===== src/rtl/fetch_unit_pkg.sv =====
// Shared types and helpers for the instruction-fetch stage.
package fetch_unit_pkg;

    typedef enum logic [1:0] {
        FS_IDLE  = 2'd0,
        FS_RUN   = 2'd1,
        FS_DRAIN = 2'd2
    } fetch_state_e;

    localparam logic [31:0] INSTR_BYTES = 32'd4;

    function automatic logic [31:0] word_align(input logic [31:0] addr);
        return addr & 32'hFFFF_FFFC;
    endfunction

    function automatic logic [31:0] sat_add(input logic [31:0] a, input logic [31:0] b);
        logic [32:0] sum;
        sum = {1'b0, a} + {1'b0, b};
        return sum[32] ? 32'hFFFF_FFFF : sum[31:0];
    endfunction

endpackage


===== src/rtl/fetch_unit_fifo.sv =====
// Synchronous instruction buffer; flush has priority over push/pop.
module fetch_unit_fifo #(
    parameter int unsigned WIDTH = 64,
    parameter int unsigned DEPTH = 2
) (
    input  logic                     clk,
    input  logic                     rst_n,
    input  logic                     i_push,
    input  logic [WIDTH-1:0]         i_data,
    input  logic                     i_pop,
    input  logic                     i_flush,
    output logic [WIDTH-1:0]         o_data,
    output logic [$clog2(DEPTH):0]   o_count,
    output logic                     o_empty,
    output logic                     o_full
);
    localparam int unsigned AW = $clog2(DEPTH);
    localparam logic [AW:0] FULL_CNT = (AW+1)'(DEPTH);

    logic [WIDTH-1:0] r_mem [DEPTH];
    logic [AW:0]      r_wr_ptr;
    logic [AW:0]      r_rd_ptr;

    always_ff @(posedge clk or negedge rst_n) begin
        if (!rst_n) begin
            r_wr_ptr <= '0;
            r_rd_ptr <= '0;
        end else if (i_flush) begin
            r_wr_ptr <= '0;
            r_rd_ptr <= '0;
        end else begin
            if (i_push) r_wr_ptr <= r_wr_ptr + 1'b1;
            if (i_pop)  r_rd_ptr <= r_rd_ptr + 1'b1;
        end
    end

    always_ff @(posedge clk) begin
        if (i_push && !i_flush) r_mem[r_wr_ptr[AW-1:0]] <= i_data;
    end

    assign o_data  = r_mem[r_rd_ptr[AW-1:0]];
    assign o_count = r_wr_ptr - r_rd_ptr;
    assign o_empty = (o_count == '0);
    assign o_full  = (o_count == FULL_CNT);

endmodule


===== src/rtl/fetch_unit.sv =====
// Instruction-fetch stage: PC, credit-limited imem reads, redirect squash and drain.
// Define FETCH_PERF_CNT_EN to add saturating fetched/squashed word counters.
module fetch_unit
    import fetch_unit_pkg::*;
#(
    parameter logic [31:0] RESET_PC   = 32'h0000_0000,
    parameter int unsigned FIFO_DEPTH = 2
) (
    input  logic        clk,
    input  logic        rst_n,
    input  logic        fetch_en,
    output logic        imem_req_valid,
    input  logic        imem_req_ready,
    output logic [31:0] imem_req_addr,
    input  logic        imem_rsp_valid,
    input  logic [31:0] imem_rsp_data,
    output logic        if_valid,
    input  logic        id_ready,
    output logic [31:0] if_instr,
    output logic [31:0] if_pc,
    input  logic        redirect_valid,
    input  logic [31:0] redirect_pc
`ifdef FETCH_PERF_CNT_EN
    ,
    output logic [31:0] perf_fetched,
    output logic [31:0] perf_squashed
`endif
);
    localparam int unsigned CW = $clog2(FIFO_DEPTH) + 1;
    localparam logic [CW:0] CREDIT_MAX = (CW+1)'(FIFO_DEPTH);

    fetch_state_e  r_state;
    logic [31:0]   r_pc;
    logic [31:0]   r_pc_tag;
    logic [CW-1:0] r_outstanding;
    logic [CW-1:0] r_drop_cnt;

    logic [CW-1:0] w_outstanding_d;
    logic [CW-1:0] w_drop_next;
    logic [CW-1:0] w_fifo_count;
    logic [CW:0]   w_credit_sum;
    logic [63:0]   w_fifo_head;
    logic [31:0]   w_target;
    logic          w_redirect, w_dropping, w_push, w_pop;
    logic          w_req_valid, w_accept, w_fifo_empty, w_fifo_full;

    assign w_target     = word_align(redirect_pc);
    assign w_redirect   = redirect_valid && (r_state != FS_IDLE);
    assign w_dropping   = imem_rsp_valid && (r_drop_cnt != '0);
    // A response landing in a redirect cycle is wrong-path even if it was not counted for drop.
    assign w_push       = imem_rsp_valid && !w_dropping && !w_redirect;
    assign w_pop        = !w_fifo_empty && id_ready && !w_redirect;
    assign w_credit_sum = {1'b0, r_outstanding} + {1'b0, w_fifo_count};
    assign w_req_valid  = (r_state == FS_RUN) && fetch_en && !w_redirect && !w_fifo_full &&
                          (w_credit_sum < CREDIT_MAX);
    assign w_accept     = w_req_valid && imem_req_ready;
    assign w_outstanding_d = r_outstanding + CW'(w_accept) - CW'(imem_rsp_valid);
    assign w_drop_next  = r_drop_cnt - CW'(w_dropping);

    always_ff @(posedge clk or negedge rst_n) begin
        if (!rst_n) begin
            r_state       <= FS_IDLE;
            r_pc          <= RESET_PC;
            r_pc_tag      <= RESET_PC;
            r_outstanding <= '0;
            r_drop_cnt    <= '0;
        end else begin
            r_outstanding <= w_outstanding_d;
            if (w_redirect) begin
                r_pc       <= w_target;
                r_pc_tag   <= w_target;
                r_drop_cnt <= w_outstanding_d;
                r_state    <= (w_outstanding_d != '0) ? FS_DRAIN : FS_RUN;
            end else begin
                if (w_accept) r_pc <= r_pc + INSTR_BYTES;
                if (w_push)   r_pc_tag <= r_pc_tag + INSTR_BYTES;
                r_drop_cnt <= w_drop_next;
                case (r_state)
                    FS_IDLE:  if (fetch_en) r_state <= FS_RUN;
                    FS_RUN:   if (!fetch_en && r_outstanding == '0) r_state <= FS_IDLE;
                    FS_DRAIN: if (w_drop_next == '0) r_state <= FS_RUN;
                    default:  r_state <= FS_IDLE;
                endcase
            end
        end
    end

    fetch_unit_fifo #(
        .WIDTH (64),
        .DEPTH (FIFO_DEPTH)
    ) u_fifo (
        .clk     (clk),
        .rst_n   (rst_n),
        .i_push  (w_push),
        .i_data  ({r_pc_tag, imem_rsp_data}),
        .i_pop   (w_pop),
        .i_flush (w_redirect),
        .o_data  (w_fifo_head),
        .o_count (w_fifo_count),
        .o_empty (w_fifo_empty),
        .o_full  (w_fifo_full)
    );

    assign imem_req_valid = w_req_valid;
    assign imem_req_addr  = r_pc;
    assign if_valid       = !w_fifo_empty;
    assign if_instr       = w_fifo_empty ? 32'h0 : w_fifo_head[31:0];
    assign if_pc          = w_fifo_empty ? 32'h0 : w_fifo_head[63:32];

`ifdef FETCH_PERF_CNT_EN
    logic [31:0] r_fetched;
    logic [31:0] r_squashed;
    logic [31:0] w_squash_inc;

    always_comb begin
        w_squash_inc = 32'(w_dropping);
        if (w_redirect) begin
            w_squash_inc = w_squash_inc + 32'(w_fifo_count) + 32'(imem_rsp_valid && !w_dropping);
        end
    end

    always_ff @(posedge clk or negedge rst_n) begin
        if (!rst_n) begin
            r_fetched  <= '0;
            r_squashed <= '0;
        end else begin
            r_fetched  <= sat_add(r_fetched, 32'(w_pop));
            r_squashed <= sat_add(r_squashed, w_squash_inc);
        end
    end

    assign perf_fetched  = r_fetched;
    assign perf_squashed = r_squashed;
`endif

endmodule


===== config.mk =====
export PLATFORM = sky130hd
export DESIGN_NAME = fetch_unit
export DESIGN_NICKNAME = d
export VERILOG_FILES = /design/src/rtl/fetch_unit_pkg.sv /design/src/rtl/fetch_unit_fifo.sv /design/src/rtl/fetch_unit.sv
export SDC_FILE = /design/constraint.sdc
export NUM_CORES = 1
export LEC_CHECK = 0
export BUFFER_PORTS_ARGS = -buffer_cell sky130_fd_sc_hd__buf_2
export CAP_MARGIN = 0
export CELL_PAD_IN_SITES_DETAIL_PLACEMENT = 0
export CELL_PAD_IN_SITES_GLOBAL_PLACEMENT = 1
export CORE_UTILIZATION = 25
export DETAILED_ROUTE_END_ITERATION = 6
export GPL_TIMING_DRIVEN = 0
export PLACE_DENSITY_LB_ADDON = 0.15
export SLEW_MARGIN = 10
export SYNTH_ARGS = -nofsm -noshare
export SYNTH_HDL_FRONTEND = slang
export SYNTH_SLANG_ARGS = --single-unit

===== constraint.sdc =====
create_clock -name clk -period 5.2 [get_ports clk]
set_input_delay 0.26 -clock clk [delete_from_list [all_inputs] [get_ports clk]]
set_output_delay 0.26 -clock clk [all_outputs]
set_load 0.05 [all_outputs]

==> flow_summary.yaml <==
synth:
  synth_cells: 683
  synth-seq-cells: 194
  async_reset_ff_share_pct: 36.08
  synth_edf_count: 124
  syn_avg_cell_area_um2: 12.47
  yosys_warnings: 0
  syn_area_um2: 8516
  yosysSeqAreaShare_pct: 64.30
  synthFlopType: "edfxtp_1"
  synth_cell_types: 50
clocking:
  cts_tree: "yes"
  clk_pin_slew_ps: 80
  clock_path_buffers: 2
  clock_latency_ps: 430
  post_cts_buffers: 0
  cts_sinks: 194
  htree_levels: 4
  cts-root-buf: "clkbuf_16"
  numCtsBuffers: 17
worst_hold_path:
  holdPathStages: 1
  hold_path.startpoint: "imem_rsp_data[22]"
  hold_end: "u_fifo.r_mem[1][22]"
  hp-class: "in -> reg"
floorplanning:
  num_rows: 67
  core_um2: 33530
  die_h_um: 186.6
  io_pins: 169
  dieArea_um2: 34800
  die_x_um: 186.6
  initial_utilization_pct: 25.40
global_routing:
  antenna_found_initial: 0
  grt_pass1_vias: 5899
  grt_util_met1_pct: 19.65
  use_met2_pct: 19.79
  grt_usage_pct: 13.33
  grt-ovfl-total: 0
  grt_pass1_wl_um: 35430
  grt_max_degree: 39
  top_usage_layer: "met2"
  grtUsageMet3_pct: 2.464
placement:
  dp.cells: 1311
  gp_congestion: 0.7679
  io_buffers: 162
  dpl_cell_area_um2: 10060
  dp_hpwl_um: 16910
run:
  max_cap_viol_count: 0
setup_path:
  r2r_end: "imem_req_addr[21]"
  rr_worst_depth: 10
  cp.required_ps: 5560
  path_max_fanout: 10
  critical_path_class: "reg -> reg"
  reg2reg_from: "u_fifo.r_wr_ptr[0]"
  cp.arrival_ps: 3830
  crit_path_start_kind: "register"
  critPathCaptureType: "register"
  regToRegSetupSlack_ps: 1730
route:
  drtIter0Drc: 221
  vias: 5951
  routed_wl_um: 22750
  first_pass_iters: 4
  via_per_inst: 4.385
  antenna_left: 0
  drc: 0
  wl_per_cell_um: 16.77
layout:
  post_route_cells_drive_above_1_share_pct: 24.53
  final_common_cell: "buf_2"
  area_growth_pct: 27.20
  fillers: 3464
  final_util_pct: 32.30
  instances_no_fill: 1357
  nNetsFinal: 974
  antenna_cells: 0
  finalInstanceArea_um2: 10830
  final_cell_mix: "buf_2 (161), edfxtp_1 (124), nor2_1 (103)"
timing:
  hold_ws_ps: 25.13
  setup_viol: 0
  hold_viol: 0
  worstMarginPinSlew_ps: 838.7
  rsz0062_at_grt: "no"
  finClkSkew_ps: 16.68
  period_share_pct: 66.69
  min_period_ps: 3468
  slew_violations: 0
  fmax_ghz: 0.2884
  relSlewSlack_pct: 44.09
status:
  status: "finished, final reports clean"
[worst max-delay path by stage]
stage / startpoint / slack [ps] / endpoint
floorplan: r_drop_cnt[0] / -490 / u_fifo.r_mem[0][0]
global placement: r_drop_cnt[0] / -3740 / u_fifo.r_mem[1][21]
detailed placement: u_fifo.r_wr_ptr[0] / 1700 / imem_req_addr[21]
CTS: u_fifo.r_wr_ptr[0] / 1680 / imem_req_addr[21]
global route: u_fifo.r_wr_ptr[0] / 1470 / r_state[0]
finish: u_fifo.r_wr_ptr[0] / 1730 / imem_req_addr[21]
[critical path, cell delays in order, from the launching register on]
cell and delay, ps:
dfrtp_1 400, inv_1 130, ha_1 180, xnor3_2 350, fa_1 540, and4b_1 310
o2111a_1 450, nand3_1 170, clkbuf_1 260, or4_1 440, a31oi_1 170
[metal layers]
metal / routed length [um] / share of wire, % / vias to the layer above
li1: - / - / 2904
met1: 11530 / 51 / 2872
met2: 10010 / 44 / 161
met3: 935 / 4.1 / 14
met4: 274 / 1.2 / 0
met5: 0 / 0 / -
[cells in the mapped netlist, drive strengths merged (6+ instances only)]
cell	instances	area share, %
edfxtp	124	44
nor2	103	4.5
dfrtp	70	21
mux2i	62	7.3
a21oi	47	2.8
xor2	36	3.7
nand3	29	1.8
clkbuf	28	1.2
nand2	28	1.2
nand4	22	1.6
a31oi	16	1.2
xnor2	14	1.4
o21ai	12	0.71
inv	11	0.48
nor3	11	0.65
or3	11	0.88
and3	8	0.59
buf	8	0.62
ha	6	0.88
[final cells by class]
cell class                      instances  area, um2  share of cell area, %
Clock inverter                         11      136.4                  1.259
Timing Repair Buffer                  191       1105                  10.20
Multi-Input combinational cell        445       2863                  26.43
Tap cell                              448      560.5                  5.175
Sequential cell                       194       5475                  50.55
Buffer                                 36      157.7                  1.455
Inverter                               11      41.29                 0.3812
Clock buffer                           21      493.0                  4.551
[sequential cells by signal, indices dropped and copies added, names as in the netlist]
signal / count
r_drop_cnt: 2
u_fifo.r_wr_ptr: 2
u_fifo.r_rd_ptr: 2
u_fifo.r_mem: 124
r_pc_tag: 30
imem_req_addr: 30
r_state: 2
r_outstanding: 2
[kinds of logic (layout without fill, tap and decap cells)]
| family | count (synthesis) | after routing | share of synthesized area (%) |
|---|---|---|---|
| other | 1 | 4 | 0.04404 |
| buffers and inverters | 47 | 270 | 2.336 |
| adder cells (fa/ha/maj) | 7 | 7 | 1.117 |
| multiplexers | 62 | 62 | 7.288 |
| AO/OA/AOI/OAI | 88 | 88 | 6.098 |
| AND/OR/NAND/NOR | 233 | 233 | 13.40 |
| flip-flops | 194 | 194 | 64.30 |
| XOR/XNOR | 51 | 51 | 5.422 |
[per-stage QoR]
step	setup TNS, ps	worst slack, ps
floorplan	-60390	-487.0
global placement	-460560	-3742
detailed placement	0	1699
CTS	0	1678
global route	0	1473
finish	0	1732
[repair_timing]
item | CTS | global route
hold buffers | 14 | 0
endpoints found under the hold margin | 57 | 0
resized for setup | 0 | 0
endpoints found under the setup margin | 0 | 0
Power is left out: the tool's default activity adds up to more than one toggle a clock period on the data nets, which glitch-free logic cannot reach.
